**config.mk**
```make
export PLATFORM = sky130hd
export DESIGN_NAME = coin_controller
export DESIGN_NICKNAME = d
export VERILOG_FILES = /design/src/rtl/coin_controller.sv
export SDC_FILE = /design/constraint.sdc
export NUM_CORES = 1
export LEC_CHECK = 0
export CAP_MARGIN = 30
export CORE_ASPECT_RATIO = 0.7
export CORE_MARGIN = 10
export CORE_UTILIZATION = 40
export DETAILED_ROUTE_END_ITERATION = 8
export PLACE_DENSITY = 0.74
export SLEW_MARGIN = 10
export SYNTH_ARGS = -nofsm -noshare
export SYNTH_HDL_FRONTEND = slang
export SYNTH_SLANG_ARGS = --single-unit
```
**constraint.sdc**
```tcl
create_clock -name pixel_clk_in -period 3.1 [get_ports pixel_clk_in]
set_input_delay 0.62 -clock pixel_clk_in [delete_from_list [all_inputs] [get_ports pixel_clk_in]]
set_output_delay 0.62 -clock pixel_clk_in [all_outputs]
set_load 0.01 [all_outputs]
```
**src/rtl/coin_controller.sv**
```systemverilog
// Coin life cycle: spin, collection, off-screen miss and respawn.
// Optional COIN_LFSR_EN picks respawn lanes from an 8-bit LFSR.
module coin_controller #(
  parameter int WIDTH          = 16,
  parameter int ANIM_DIV       = 8,
  parameter int RESPAWN_FRAMES = 60,
  parameter int SPAWN_AHEAD    = 640
) (
  input  logic        pixel_clk_in,
  input  logic        rst_in,
  input  logic        frame_in,
  input  logic        collision_info,
  input  logic [11:0] offset_background,
  input  logic        reset_signal,
  output logic [12:0] x_out,
  output logic [9:0]  y_out,
  output logic [1:0]  unique_image_index,
  output logic        coin_visible,
  output logic        coin_effect,
  output logic [7:0]  coin_count
);

  localparam int AW = (ANIM_DIV > 1) ? $clog2(ANIM_DIV) : 1;
  localparam int RW = (RESPAWN_FRAMES > 1) ? $clog2(RESPAWN_FRAMES) : 1;
  localparam logic [AW-1:0] ANIM_LAST = AW'(ANIM_DIV - 1);
  localparam logic [RW-1:0] RESP_LAST = RW'(RESPAWN_FRAMES - 1);
  localparam logic [13:0]   W14       = 14'(WIDTH);
  localparam logic [12:0]   AHEAD     = 13'(SPAWN_AHEAD);

  typedef enum logic [1:0] {
    ACTIVE,
    COLLECTED,
    RESPAWN
  } state_t;

  state_t        state_q, state_d;
  logic [12:0]   x_q, x_d;
  logic [9:0]    y_q, y_d;
  logic [1:0]    img_q, img_d;
  logic          vis_q, vis_d;
  logic          fx_q, fx_d;
  logic [7:0]    cnt_q, cnt_d;
  logic [AW-1:0] anim_q, anim_d;
  logic [RW-1:0] resp_q, resp_d;
  logic [1:0]    spin_q, spin_d;

  logic          rst;
  logic          off_screen;
  logic          respawn_now;
  logic [12:0]   spawn_x;
  logic [1:0]    spawn_sel;

  assign rst         = rst_in | reset_signal;
  assign off_screen  = ({1'b0, x_q} + W14) <= {2'b00, offset_background};
  assign spawn_x     = {1'b0, offset_background} + AHEAD;
  assign respawn_now = (state_q == RESPAWN) & frame_in & (resp_q == RESP_LAST);

  function automatic logic [9:0] lane_y(input logic [1:0] s);
    logic [9:0] y;
    unique case (s)
      2'd0: y = 10'd40;
      2'd1: y = 10'd112;
      2'd2: y = 10'd176;
      2'd3: y = 10'd208;
    endcase
    return y;
  endfunction

`ifdef COIN_LFSR_EN
  logic [7:0] lfsr_q, lfsr_d;
  logic       lfsr_fb;

  assign lfsr_fb   = lfsr_q[7] ^ lfsr_q[5] ^ lfsr_q[4] ^ lfsr_q[3];
  assign lfsr_d    = frame_in ? {lfsr_q[6:0], lfsr_fb} : lfsr_q;
  assign spawn_sel = lfsr_q[1:0];

  // LFSR steps on every video frame regardless of state
  always_ff @(posedge pixel_clk_in) begin
    if (rst) lfsr_q <= 8'hA5;
    else     lfsr_q <= lfsr_d;
  end
`else
  logic [1:0] sel_q, sel_d;

  assign spawn_sel = sel_q + 2'd1;
  assign sel_d     = respawn_now ? spawn_sel : sel_q;

  // Round-robin lane pointer, advanced at each respawn
  always_ff @(posedge pixel_clk_in) begin
    if (rst) sel_q <= 2'd1;
    else     sel_q <= sel_d;
  end
`endif

  // State and output registers; reset beats every other event
  always_ff @(posedge pixel_clk_in) begin
    if (rst) begin
      state_q <= ACTIVE;
      x_q     <= 13'd640;
      y_q     <= 10'd112;
      img_q   <= 2'd0;
      vis_q   <= 1'b1;
      fx_q    <= 1'b0;
      cnt_q   <= 8'd0;
      anim_q  <= '0;
      resp_q  <= '0;
      spin_q  <= 2'd0;
    end else begin
      state_q <= state_d;
      x_q     <= x_d;
      y_q     <= y_d;
      img_q   <= img_d;
      vis_q   <= vis_d;
      fx_q    <= fx_d;
      cnt_q   <= cnt_d;
      anim_q  <= anim_d;
      resp_q  <= resp_d;
      spin_q  <= spin_d;
    end
  end

  // Next-state: collision outranks frame events while ACTIVE
  always_comb begin
    state_d = state_q;
    x_d     = x_q;
    y_d     = y_q;
    img_d   = img_q;
    vis_d   = vis_q;
    fx_d    = 1'b0;
    cnt_d   = cnt_q;
    anim_d  = anim_q;
    resp_d  = resp_q;
    spin_d  = spin_q;
    unique case (state_q)
      ACTIVE: begin
        if (collision_info) begin
          state_d = COLLECTED;
          fx_d    = 1'b1;
          anim_d  = '0;
          spin_d  = 2'd0;
          if (cnt_q != 8'hFF) cnt_d = cnt_q + 8'd1;
        end else if (frame_in) begin
          if (off_screen) begin
            state_d = RESPAWN;
            vis_d   = 1'b0;
            anim_d  = '0;
            resp_d  = '0;
          end else if (anim_q == ANIM_LAST) begin
            anim_d = '0;
            img_d  = img_q + 2'd1;
          end else begin
            anim_d = anim_q + 1'b1;
          end
        end
      end
      COLLECTED: begin
        if (frame_in) begin
          img_d  = img_q + 2'd1;
          spin_d = spin_q + 2'd1;
          if (spin_q == 2'd3) begin
            state_d = RESPAWN;
            vis_d   = 1'b0;
            resp_d  = '0;
          end
        end
      end
      RESPAWN: begin
        if (respawn_now) begin
          state_d = ACTIVE;
          x_d     = spawn_x;
          y_d     = lane_y(spawn_sel);
          img_d   = 2'd0;
          vis_d   = 1'b1;
          anim_d  = '0;
          resp_d  = '0;
        end else if (frame_in) begin
          resp_d = resp_q + 1'b1;
        end
      end
      default: state_d = ACTIVE;
    endcase
  end

  assign x_out              = x_q;
  assign y_out              = y_q;
  assign unique_image_index = img_q;
  assign coin_visible       = vis_q;
  assign coin_effect        = fx_q;
  assign coin_count         = cnt_q;

endmodule

```
==> impl_metrics.toml <==
[floorplan]
fp.dieW_um = 118.3
io_pins = 52
dieArea_um2 = 10510
die_height_um = 88.82
fp.coreArea_um2 = 6396
initial_core_util = 0.4231
rows = 24

[setup_path]
setup.worst_path.start_class = "flop"
crit_type = "flop to flop"
cp_max_fo = 11
cp.required_ns = 3.29
setup.worst_path.end_class = "flop"
cp.arrival_ns = 3.05

[power]
p_leak_nw = 1.360
swShare = 0.2498
power.density_nw_per_um2 = 348.5
peakVddDrop_uv = 191.4
p_clk_frac = 0.364
p_int_mw = 0.8894
seq_power_share = 0.494
switchingPower_mw = 0.2961
share_comb_of_total_power = 0.142

[global_routing]
grt_start_max_net_pins = 40
grt_pass1_wl_mm = 11.11
antenna_found_initial = 0
first_global_vias = 2331
grt.total_usage = 0.1259
overflow = 0

[yosys]
ys.flop_type = "dfxtp_1"
ys_seq_area_frac = 0.3329
ys_top_cells_by_area = "dfxtp_1, ha_1, nand2_1"
yosysMostFrequentCell = "nand2_1"
synth_top_area_share = 0.3329
synth_top_cell_by_area = "dfxtp_1"
synth_edf_count = 0
synthCells = 336
syn_area_um2 = 2706
yosysUniqueCellTypes = 54
synth_commonest_cells = "nand2_1, dfxtp_1, nor2_1"
ys_async_sr_fraction = 0
synth.avg_cell_area_um2 = 8.055
yosys_warnings = 0
synth-seq-cells = 45

[clocking]
cts_hold_buf = 0
root_buffer = "clkbuf_8"
cts_tree = "done"
h-tree-depth = 2
clk_latency_ns = 0.29
cts_buffers = 5
clock_path_buffers = 2
cts.sink_count = 45
path_clk_slew_ns = 0.08

[routing]
drt-initial-drc-count = 115
drc = 0
routed-via-count = 2419
drtPass1Iterations = 4
drt_wl_total_mm = 6.487
via_per_inst = 5.050
antenna_left = 0
route.detailed.wl_per_inst_um = 13.54

[timing]
min_period_ns = 2.862
finalSetupViolations = 0
fin_crit_sh = 0.9232
setup_tns_ns = 0
relSlewSlack = 0.4623
tightest_slew_ns = 0.8066
rsz0062_at_grt = "false"
fin_hold_ws_ns = 0.4603
finalHoldViolCount = 0
fmax_mhz = 349.4
maxSlewViolCount = 0
skew_ns = 0.004650

[cells_and_area]
fin_nets = 431
fin_area_um2 = 3402
n_antenna_cell = 0
nFillCells = 605
drive_gt1_frac = 0.07990
area_growth_pct = 25.70
finalCoreUtilization = 0.5319

[placed_design]
place_hpwl_mm = 4.932
placed_area_um2 = 3296
place_congestion = 0.8684
portBuffers = 46

[flow_run]
drv_cap = 0

[worst_hold_path]
hold_path_class = "flop to flop"

[outcome]
status = "finished, final reports clean"
-- cells in the final DEF (no fill, tap or decap), types with 5 or more instances in the layout --
| cell | instances |
|---|---|
| nor3_1 | 5 |
| conb_1 | 5 |
| nand2_1 | 54 |
| dfxtp_1 | 43 |
| xor2_1 | 9 |
| buf_4 | 12 |
| mux2i_1 | 5 |
| inv_1 | 22 |
| nor2_1 | 30 |
| ha_1 | 26 |
| clkdlybuf4s50_1 | 46 |
| xnor2_1 | 6 |
| clkbuf_8 | 5 |
| or3_1 | 6 |
| nand4_1 | 8 |
| a21oi_1 | 27 |
| nor2b_1 | 5 |
| nand3_1 | 6 |
| o21ai_0 | 6 |
-- registers in the layout, indices dropped and copies added, names as in the netlist --
register            flops
resp_q                  6
spin_q                  2
coin_effect             1
coin_count              8
y_out                   5
unique_image_index      2
sel_q                   2
x_out                  13
coin_visible            1
anim_q                  3
state_q                 2
-- area by class of cell --
cell class	count	area, um2	area share
clock inverter	2	35.03	0.01030
tap	91	113.9	0.03347
multi-input combinational	256	1648	0.4844
clock buffer	5	68.82	0.02023
timing repair buffer	58	550.5	0.1618
sequential	45	903.4	0.2655
inverter	22	82.58	0.02427
-- stage by stage --
stage | total power, mW | std cells | setup WS [ns]
global placement | 0.7654 | 472 | 0.04499
detailed placement | 0.7659 | 472 | 0.02986
CTS | 1.195 | 479 | 0.1941
finish | 1.186 | 479 | 0.2379
global route | 1.238 | 479 | 0.06722
floorplan | 0.7075 | 340 | 0.4251
-- per-layer routing --
| layer | vias up | share of wire | GRT usage |
|---|---|---|---|
| li1 | 1265 | - | - |
| met1 | 1072 | 0.49 | 0.1648 |
| met2 | 76 | 0.41 | 0.1894 |
| met3 | 6 | 0.096 | 0.04644 |
| met4 | 0 | 0.0097 | 0.03803 |
| met5 | - | 0 | 0 |
-- logic make-up (layout without fill, tap and decap cells) --
group	Yosys count	count (layout)	share of synthesized area
xor gates and xnor gates	15	15	0.04855
muxes	7	7	0.02820
buffers and inverters	39	87	0.06380
other	1	5	0.001386
DFF	45	45	0.3329
and+or+nand+nor	130	130	0.2242
adders and majority gates	26	26	0.1202
AOI/OAI and AO/OA	73	73	0.1808
-- timing repair --
| action | in CTS | in global routing |
|---|---|---|
| gates resized for setup | 0 | 4 |
| setup endpoints to repair | 0 | 3 |
| buffers inserted | 0 | 0 |
-- power groups by stage --
stage,Clock [mW],Sequential [mW],Combinational [mW]
finish,0.431,0.586,0.169
global route,0.464,0.587,0.187
CTS,0.441,0.586,0.168
detailed placement,0,0.600,0.166
global placement,0,0.600,0.166
floorplan,0,0.600,0.107
-- final timing paths --
path | slack [ns] | startpoint | cells after the start | to
setup / recovery | 0.24 | x_out[5] | 11 | unique_image_index[0]
hold reg to reg | 0.46 | y_out[7] | 2 | y_out[7]
setup reg to reg | 0.24 | x_out[5] | 11 | unique_image_index[0]
hold / removal | 0.46 | y_out[7] | 2 | y_out[7]
-- critical path: stages, from the launching register on --
cell	delay [ns]
dfxtp_1	0.40
ha_1	0.25
nand2_1	0.07
nor2_1	0.12
xor2_1	0.17
ha_1	0.26
nand4_1	0.18
o221ai_1	0.19
o31a_1	0.16
or3_4	0.41
or2_2	0.31
a32o_1	0.24
Power figures use the tool's default switching activity.
